### src/rtl/mult_ctrl_pkg.sv
// Shared types and helpers for the tainted shift-add multiplier control block.
package mult_ctrl_pkg;

    localparam int unsigned STATE_W = 3;

    typedef enum logic [STATE_W-1:0] {
        IDLE  = 3'd0,
        INIT  = 3'd1,
        TEST  = 3'd2,
        ADD   = 3'd3,
        SHIFT = 3'd4,
        DONE  = 3'd5
    } state_e;

    // Registered datapath strobes and handshake outputs
    typedef struct packed {
        logic busy;
        logic done;
        logic rsload;
        logic rssub;
        logic rsclear;
        logic rsshr;
        logic mrld;
        logic mdld;
    } ctrl_out_t;

    function automatic int unsigned cnt_width(input int unsigned width);
        return (width <= 1) ? 1 : $clog2(width);
    endfunction

    // Fold one taint source into every bit of a state-taint vector
    function automatic logic [STATE_W-1:0] taint_or(input logic [STATE_W-1:0] t, input logic src);
        return t | {STATE_W{src}};
    endfunction

endpackage

### src/rtl/taint_state_reg.sv
// State, bit counter and their taint shadows, with a clear for the DONE->IDLE reconvergence.
module taint_state_reg
    import mult_ctrl_pkg::*;
#(
    parameter int unsigned CNT_W = 2
) (
    input  logic                 clk,
    input  logic                 rst,
    input  state_e               state_d,
    input  logic [CNT_W-1:0]     cnt_d,
    input  logic [STATE_W-1:0]   state_t_d,
    input  logic [CNT_W-1:0]     cnt_t_d,
    input  logic                 clear_t,
    output state_e               state_q,
    output logic [CNT_W-1:0]     cnt_q,
    output logic [STATE_W-1:0]   state_t_q,
    output logic [CNT_W-1:0]     cnt_t_q
);

    always_ff @(posedge clk or negedge rst) begin
        if (!rst) begin
            state_q   <= IDLE;
            cnt_q     <= '0;
            state_t_q <= '0;
            cnt_t_q   <= '0;
        end else begin
            state_q <= state_d;
            cnt_q   <= cnt_d;
            if (clear_t) begin
                state_t_q <= '0;
                cnt_t_q   <= '0;
            end else begin
                state_t_q <= state_t_d;
                cnt_t_q   <= cnt_t_d;
            end
        end
    end

endmodule

### src/rtl/mult_ctrl_taint_gen.sv
// Counter-based shift-add multiplier control FSM with signed mode, zero shortcut,
// held done/ack handshake and bitwise taint on every control output.
module mult_ctrl_taint_gen
    import mult_ctrl_pkg::*;
#(
    parameter int unsigned WIDTH      = 4,
    parameter bit          SIGNED_EN  = 1'b1,
    parameter bit          EARLY_ZERO = 1'b1
) (
    input  logic             clk,
    input  logic             rst,
    input  logic             start,
    input  logic             start_t,
    input  logic             signed_mode,
    input  logic             signed_mode_t,
    input  logic             ack,
    input  logic             ack_t,
    input  logic [WIDTH-1:0] multiplierReg,
    input  logic [WIDTH-1:0] multiplierReg_t,
    output logic             busy,
    output logic             busy_t,
    output logic             productDone,
    output logic             productDone_t,
    output logic             rsload,
    output logic             rsload_t,
    output logic             rssub,
    output logic             rssub_t,
    output logic             rsclear,
    output logic             rsclear_t,
    output logic             rsshr,
    output logic             rsshr_t,
    output logic             mrld,
    output logic             mrld_t,
    output logic             mdld,
    output logic             mdld_t,
    output logic             taint_seen
);

    localparam int unsigned      CNT_W = cnt_width(WIDTH);
    localparam logic [CNT_W-1:0] LAST  = CNT_W'(WIDTH - 1);

    state_e               state_q, state_d;
    logic [CNT_W-1:0]     cnt_q, cnt_d;
    logic [STATE_W-1:0]   state_t_q, state_t_d;
    logic [CNT_W-1:0]     cnt_t_q, cnt_t_d;
    logic                 clear_t;
    logic                 last;

    ctrl_out_t            out_q, out_d;
    logic                 ctrl_t_q, ctrl_t_d;
    logic                 taint_seen_q, taint_seen_d;
    logic                 sub_sel;

    taint_state_reg #(.CNT_W(CNT_W)) u_state_reg (
        .clk       (clk),
        .rst       (rst),
        .state_d   (state_d),
        .cnt_d     (cnt_d),
        .state_t_d (state_t_d),
        .cnt_t_d   (cnt_t_d),
        .clear_t   (clear_t),
        .state_q   (state_q),
        .cnt_q     (cnt_q),
        .state_t_q (state_t_q),
        .cnt_t_q   (cnt_t_q)
    );

    assign last = (cnt_q == LAST);

    // Next state, counter and taint propagation
    always_comb begin
        state_d   = state_q;
        cnt_d     = cnt_q;
        state_t_d = state_t_q;
        cnt_t_d   = cnt_t_q;
        clear_t   = 1'b0;
        case (state_q)
            IDLE: begin
                state_t_d = taint_or(state_t_q, start_t);
                if (start) state_d = INIT;
            end
            INIT: begin
                cnt_d   = '0;
                cnt_t_d = cnt_t_q | {CNT_W{|state_t_q}};
                state_d = TEST;
            end
            TEST: begin
                state_t_d = taint_or(state_t_q, multiplierReg_t[cnt_q]);
                if (EARLY_ZERO && (cnt_q == '0) && (multiplierReg == '0)) begin
                    state_d   = DONE;
                    state_t_d = taint_or(state_t_d, |multiplierReg_t);
                end else if (multiplierReg[cnt_q]) begin
                    state_d = ADD;
                end else begin
                    state_d = SHIFT;
                end
            end
            ADD: begin
                if (SIGNED_EN && last) state_t_d = taint_or(state_t_q, signed_mode_t);
                state_d = SHIFT;
            end
            SHIFT: begin
                if (last) begin
                    state_d = DONE;
                end else begin
                    cnt_d   = cnt_q + CNT_W'(1);
                    cnt_t_d = cnt_t_q | {CNT_W{|state_t_q}};
                    state_d = TEST;
                end
            end
            DONE: begin
                // An untainted ack returns to a fixed state, so all control taint can be dropped
                if (ack && !ack_t) begin
                    state_d = IDLE;
                    clear_t = 1'b1;
                end else begin
                    state_t_d = taint_or(state_t_q, ack_t);
                    if (ack) state_d = IDLE;
                end
            end
            default: state_d = IDLE;
        endcase
    end

    // Outputs are decoded from the next state so the registered copies line up with state_q
    always_comb begin
        out_d         = '0;
        sub_sel       = SIGNED_EN && signed_mode && (cnt_d == LAST);
        out_d.busy    = state_d inside {INIT, TEST, ADD, SHIFT};
        out_d.done    = (state_d == DONE);
        out_d.rsclear = (state_d == INIT);
        out_d.mrld    = (state_d == INIT);
        out_d.mdld    = (state_d == INIT);
        out_d.rsload  = (state_d == ADD) && !sub_sel;
        out_d.rssub   = (state_d == ADD) && sub_sel;
        out_d.rsshr   = (state_d == SHIFT);
        ctrl_t_d      = !clear_t && (|{state_t_d, cnt_t_d});
        taint_seen_d  = taint_seen_q | ctrl_t_d;
    end

    always_ff @(posedge clk or negedge rst) begin
        if (!rst) begin
            out_q        <= '0;
            ctrl_t_q     <= 1'b0;
            taint_seen_q <= 1'b0;
        end else begin
            out_q        <= out_d;
            ctrl_t_q     <= ctrl_t_d;
            taint_seen_q <= taint_seen_d;
        end
    end

    assign busy          = out_q.busy;
    assign productDone   = out_q.done;
    assign rsload        = out_q.rsload;
    assign rssub         = out_q.rssub;
    assign rsclear       = out_q.rsclear;
    assign rsshr         = out_q.rsshr;
    assign mrld          = out_q.mrld;
    assign mdld          = out_q.mdld;
    assign busy_t        = ctrl_t_q;
    assign productDone_t = ctrl_t_q;
    assign rsload_t      = ctrl_t_q;
    assign rssub_t       = ctrl_t_q;
    assign rsclear_t     = ctrl_t_q;
    assign rsshr_t       = ctrl_t_q;
    assign mrld_t        = ctrl_t_q;
    assign mdld_t        = ctrl_t_q;
    assign taint_seen    = taint_seen_q;

endmodule
### config.mk
export PLATFORM = sky130hd
export DESIGN_NAME = mult_ctrl_taint_gen
export DESIGN_NICKNAME = d
export VERILOG_FILES = /design/src/rtl/mult_ctrl_pkg.sv /design/src/rtl/taint_state_reg.sv /design/src/rtl/mult_ctrl_taint_gen.sv
export SDC_FILE = /design/constraint.sdc
export NUM_CORES = 1
export LEC_CHECK = 0
export CAP_MARGIN = 10
export CORE_MARGIN = 8
export CORE_UTILIZATION = 41
export CTS_BUF_LIST = sky130_fd_sc_hd__clkbuf_16
export DETAILED_ROUTE_END_ITERATION = 10
export HOLD_SLACK_MARGIN = 0.06
export PLACE_DENSITY = 0.75
export SYNTH_ARGS = -nofsm -noshare
export SYNTH_HDL_FRONTEND = slang
export SYNTH_SLANG_ARGS = --single-unit
### constraint.sdc
create_clock -name clk -period 1.7 [get_ports clk]
set_input_delay 0.255 -clock clk [delete_from_list [all_inputs] [get_ports clk]]
set_output_delay 0.255 -clock clk [all_outputs]
set_load 0.02 [all_outputs]
# Word level (Yosys, flattened, before mapping)
# Index checks and enable logic that the tools add are counted.
# word_totals
ff_bits,18
in_bits,16
output_inout_bits,17
wordCells,72
# classes
add_sub_neg,1
order_cmp,1
n_eq_ne,12
n_mux,23
bitwise,7
n_reduce_logical,16
# ops
cell,n
$mux W3,10
$pmux W3 S6,1
$or A3 B3 Y3,5
$eq A3 B2 Y1 const B,4
$eq A3 B3 Y1 const B,4
$pmux W3 S4,1
$pmux W2 S2,2
$eq A3 B1 Y1 const B,2
$logic_and A1 B1 Y1,6
$mux W2,3
$reduce_or A5 Y1,1
$bmux W1 S2,2
$eq A2 B2 Y1 const B,2
$logic_not A4 Y1,1
$mux W1,4
$reduce_bool A4 Y1,1
$reduce_or A4 Y1,1
$logic_not A1 Y1,3
$logic_not A3 Y1,1
$lt A2 B3 Y1 const B,1
$reduce_or A3 Y1,1
$add A2 B1 Y2 const B,1
$logic_not A2 Y1,1
$or A2 B2 Y2,1
$or A1 B1 Y1,1

# Depth between registers and ports, before layout
# Gate-level depths: netlist (run 1).
# logic_depth
ltp_word,9
ltp_mapped,6
ltp_nobuf,5

# By module
# From an unflattened synthesis (run 1), not the netlist that was laid out.
# unflattened
hier_cells,101
hier_area_um2,1027.2
# modules_own_cells
mod,n_inst,cells_per_inst,area_each_um2,seq_area_each_um2
mult_ctrl_taint_gen,1,86,745.7,200.2
taint_state_reg,1,15,281.5,250.2

# Worst setup path after synthesis (run 1)
# No wires, ideal clock.
# synth_timing
kind,reg2reg
startpoint,register u_state_reg.cnt_q[0]
endpoint,register taint_seen_q (netlist: taint_seen)
setup_ns,0.127
arrival_ns,1.659
required_time_ns,1.573
slack_ns,-0.086
stages_incl_launch_ff,7
path_buffers,1
period_less_slack_ns,1.786
path_cell_list,dfrtp_1 > buf_6 > mux4_2 > a31oi_2 > nand2b_2 > a31oi_4 > a311o_1
# synth_between
elab_chain_len,9
word_cells_on_any_way,15
classes_between,1 x eq/ne; 7 x mux; 3 x bitwise; 4 x reduce/logical
# synth_lines
item,line_no,text
"start, declared",taint_state_reg.sv:15,"output logic [CNT_W-1:0] cnt_q,"
"start signal, assigned",taint_state_reg.sv:28,cnt_q <= cnt_d;
$bmux W1 S2,mult_ctrl_taint_gen.sv:88,"state_t_d = taint_or(state_t_q, multiplierReg_t[cnt_q]);"
$mux W1 (not written as such),mult_ctrl_taint_gen.sv:88,
$or A3 B3 Y3 (2 in series),mult_ctrl_pkg.sv:33,return t | {STATE_W{src}};
$mux W3,mult_ctrl_taint_gen.sv:89,if (EARLY_ZERO && (cnt_q == '0) && (multiplierReg == '0)) begin
$pmux W3 S4,mult_ctrl_taint_gen.sv:77,case (state_q)
$reduce_or A5 Y1 *,mult_ctrl_taint_gen.sv:137,"ctrl_t_d = !clear_t && (|{state_t_d, cnt_t_d});"
$logic_and A1 B1 Y1 *,mult_ctrl_taint_gen.sv:137,
$or A1 B1 Y1 *,mult_ctrl_taint_gen.sv:138,taint_seen_d = taint_seen_q | ctrl_t_d;
via taint_seen_d,mult_ctrl_taint_gen.sv:51,"logic taint_seen_q, taint_seen_d;"
"end signal, assigned",mult_ctrl_taint_gen.sv:149,taint_seen_q <= taint_seen_d;
"end, declared",mult_ctrl_taint_gen.sv:51,
# The timed path passes the listed nets; every way through them passes the cells marked *. The select of a mux whose other input is x is not followed.

# Worst setup path after layout (run 1)
# Same ends and word-level chain as after synthesis.

==> summary.md, run 1 <==
| Metric | Value |
|---|---|
| Status | finished, violations left |
| Failing checks | negative setup slack |
| Drt initial violations | 25 |
| Clock Skew | 0.00166 ns |
| DIE AREA | 4460 um2 |
| Clk buf depth | 2 |
| Register area | 452 um2 |
| GRT Util Overall | 0.120 |
| Fin crit share | 1.01 |
| Row Count | 18 |
| CTS tree | yes |
| DP Wirelength | 2000 um |
| Cell count after synthesis | 102 |
| NumNets Final | 153 |
| Cell area after synthesis | 1060 um2 |
| Reg2reg start | u_state_reg.cnt_q[0] |
| Cell Pwr Density | 1570 nW/um2 |
| Fill cells | 207 |
| Leakage | 0.622 nW |
| I/O Buffers | 32 |
| Fmax | 582 MHz |
| Flop and latch count out of synthesis | 18 |
| Yosys warns | 0 |
| Vias | 893 |
| WP data required | 1.83 ns |
| GRT overflow | 0 |
| Most used DFF post-synth | dfrtp_1 |
| H-tree Lvls | 1 |
| Clock-pin slew on the worst setup and hold paths | 0.05 ns |
| Initial antenna violation count | 0 |
| Clk root buf | clkbuf_16 |
| Core area | 2450 um2 |
| Total of max-cap violations | 0 |
| Fraction of registers with async set/reset | 1.00 |
| Min cycle time layout | 1.72 ns |
| Seq/Total Area, Yosys | 0.427 |
| Arr. time, crit path | 1.85 ns |
| CTS Hold Bufs | 0 |
| Crit Path Max Fanout | 3 |
| Final Max Tran Viols | 0 |
| DR DRC count | 0 |
| RSZ-0062 raised after global routing | true |
| Worst Hold Class | primary input to asynchronous set/reset pin |
| I/O pins | 33 |
| Finished Layout Cells | 165 |
| Antenna Cells | 0 |
| Vias in the first global route | 927 |
| Die extent in x | 66.8 um |
| WL/cell | 15.3 um |
| Routed Antenna Nets | 0 |
| Dpl cells | 161 |
| Total CTS buffers | 3 |
| Chip height | 66.8 um |
| Avg Cell Area, Syn | 10.4 um2 |
| FF-to-FF path depth | 5 |
| Initial Util | 0.430 |
| First-pass GRT wire length | 4130 um |
| Pre-Repair DR Iteration Count | 4 |
| Total wire length | 2530 um |
| Hold slack | 0.331 ns |
| Setup crit end kind | flip-flop |
| Area of the multi-input gates | 497 um2 |
| Dpl cell area | 1400 um2 |
| Startpoint types | flip-flop |
| GP Congestion | 0.875 |
| Worst VDD drop | 1.07 mV |
| Final WS setup | -0.0191 ns |
| R2R Setup Slk | -0.02 ns |
| Relative slew margins | 0.724 |
| Share of layout cells above drive strength 1 | 0.230 |
| Fin area | 1490 um2 |
| Syn_nets | 118 |
| Total power | 2.33 mW |
| Vias/cell | 5.41 |
| Final setup vio count | 1 |
| Cell variety after synth | 41 |
| Largest net degree at the start of global routing | 19 |
| Worst-Margin Slew | 0.410 ns |
| Final hold viol count | 0 |
| Post-synth EDFFs | 0 |
| Area growth from synthesis to layout | 41.0% |
| Clk sinks | 18 |
| Reg2reg end | taint_seen |
| Worst Setup Path Type | flip-flop to flip-flop |
| Clock latency on the worst-skew pair | 0.25 ns |
[cell usage in the layout (no fill, tap or decap), types with 2 or more instances in the layout]
master and count:
a21oi_1 3, a31oi_1 4, a31oi_4 2, buf_4 13
clkbuf_16 3, clkdlybuf4s50_1 28, dfrtp_1 17, dlygate4sd2_1 3
inv_1 3, mux4_2 2, nand2_1 6, nand2b_1 3
nand3_1 2, nand4_1 2, nor2_1 9, nor2b_1 2
nor3_1 3, nor4_1 2, o21a_1 4
[worst max path at each step]
stage | end | start | cells past startpoint
after detailed placement | taint_seen | multiplierReg_t[0] | 5
after floorplan | taint_seen | u_state_reg.cnt_q[0] | 6
after global placement | taint_seen | multiplierReg_t[0] | 6
after global routing | taint_seen | u_state_reg.cnt_q[0] | 5
after CTS | taint_seen | u_state_reg.cnt_q[0] | 5
final | taint_seen | u_state_reg.cnt_q[0] | 5
[power by group]
part	switching, mW	internal (mW)	leakage (nW)
Sequential	0.140	0.570	0.205
Clock	0.151	0.309	0.0370
Combinational	0.581	0.581	0.381
[what timing repair did]
item | 4_1_cts | 5_1_grt
endpoints found under the hold margin | 0 | 0
pin swaps | 4 | 0
endpoints found under the setup margin | 4 | 4
gates resized for setup | 5 | 2
setup buffers | 1 | 0
[sequential cells by signal (all words and copies together) (netlist names)]
register and flops:
mdld 1, taint_seen 1, rsload 1, rsshr 1
u_state_reg.state_t_q 3, u_state_reg.state_q 3, busy 1, u_state_reg.cnt_t_q 2
u_state_reg.cnt_q 2, busy_t 1, productDone 1, rssub 1
[synthesized netlist by cell type, types with 2 or more instances]
cell type	n	area (um2)
nand2b_1	3	18.8
dfrtp_1	18	450
a31oi_1	4	25.0
nand2_1	6	22.5
nor2b_1	2	12.5
a21oi_1	4	20.0
nor2_1	9	33.8
buf_4	10	75.1
inv_1	3	11.3
mux4_2	2	45.0
nand4_1	2	12.5
nor3_1	3	15.0
nor4_1	2	12.5
o21a_1	4	30.0
buf_6	3	33.8
nand3_1	2	10.0
[per-stage QoR]
stage | utilization | setup WS [ns] | setup TNS, ns
detailed placement | 0.570 | -0.424 | -1.82
floorplan | - | -0.0382 | -0.0382
global route | 0.607 | -0.0845 | -0.152
CTS | 0.604 | -0.0274 | -0.0274
global placement | 0.570 | -0.394 | -1.60
finish | 0.607 | -0.0191 | -0.0191
[metal layers]
layer,GRT usage,wire length [um],vias to the layer above
met2,0.209,1310,26
met4,0.0400,26,0
met1,0.128,994,431
li1,-,-,432
met3,0.0453,197,4
met5,0,0,-
[layout make-up]
type | instances | share of cell area
inverters | 3 | 0.00756
well taps | 30 | 0.0252
multi-input cells | 66 | 0.334
flip-flops and latches | 18 | 0.303
repair buffers | 45 | 0.280
clock buffers | 3 | 0.0504
[worst max-delay path: stages, from the launching register on]
cell and delay, ns:
dfrtp_1 0.37, mux4_2 0.54, a31oi_4 0.18, nand2b_4 0.16
a31oi_4 0.09, a311o_1 0.27
[cells by family (layout without fill, tap and decap cells)]
kind of cell,after synthesis,in the layout,synth area share
multiplexers,2,2,0.0427
AND/OR/NAND/NOR,37,37,0.195
AO/OA/AOI/OAI,26,26,0.204
flip-flops,18,18,0.427
buffers and inverters,18,51,0.123
XOR/XNOR,1,1,0.00830
Power figures use the tool's default switching activity.
==> run 2, diff against run 1 <==
--- a/config.mk
+++ b/config.mk
@@ -5,10 +5,12 @@
 export SDC_FILE = /design/constraint.sdc
 export NUM_CORES = 1
 export LEC_CHECK = 0
+export ABC_CLOCK_PERIOD_IN_PS = 1700
 export CAP_MARGIN = 10
 export CORE_MARGIN = 8
 export CORE_UTILIZATION = 41
 export CTS_BUF_LIST = sky130_fd_sc_hd__clkbuf_16
+export CTS_CLUSTER_SIZE = 10
 export DETAILED_ROUTE_END_ITERATION = 10
 export HOLD_SLACK_MARGIN = 0.06
 export PLACE_DENSITY = 0.75
==> results of run 2 <==
The final DEF is identical to that of run 1; final timing and power are the same.
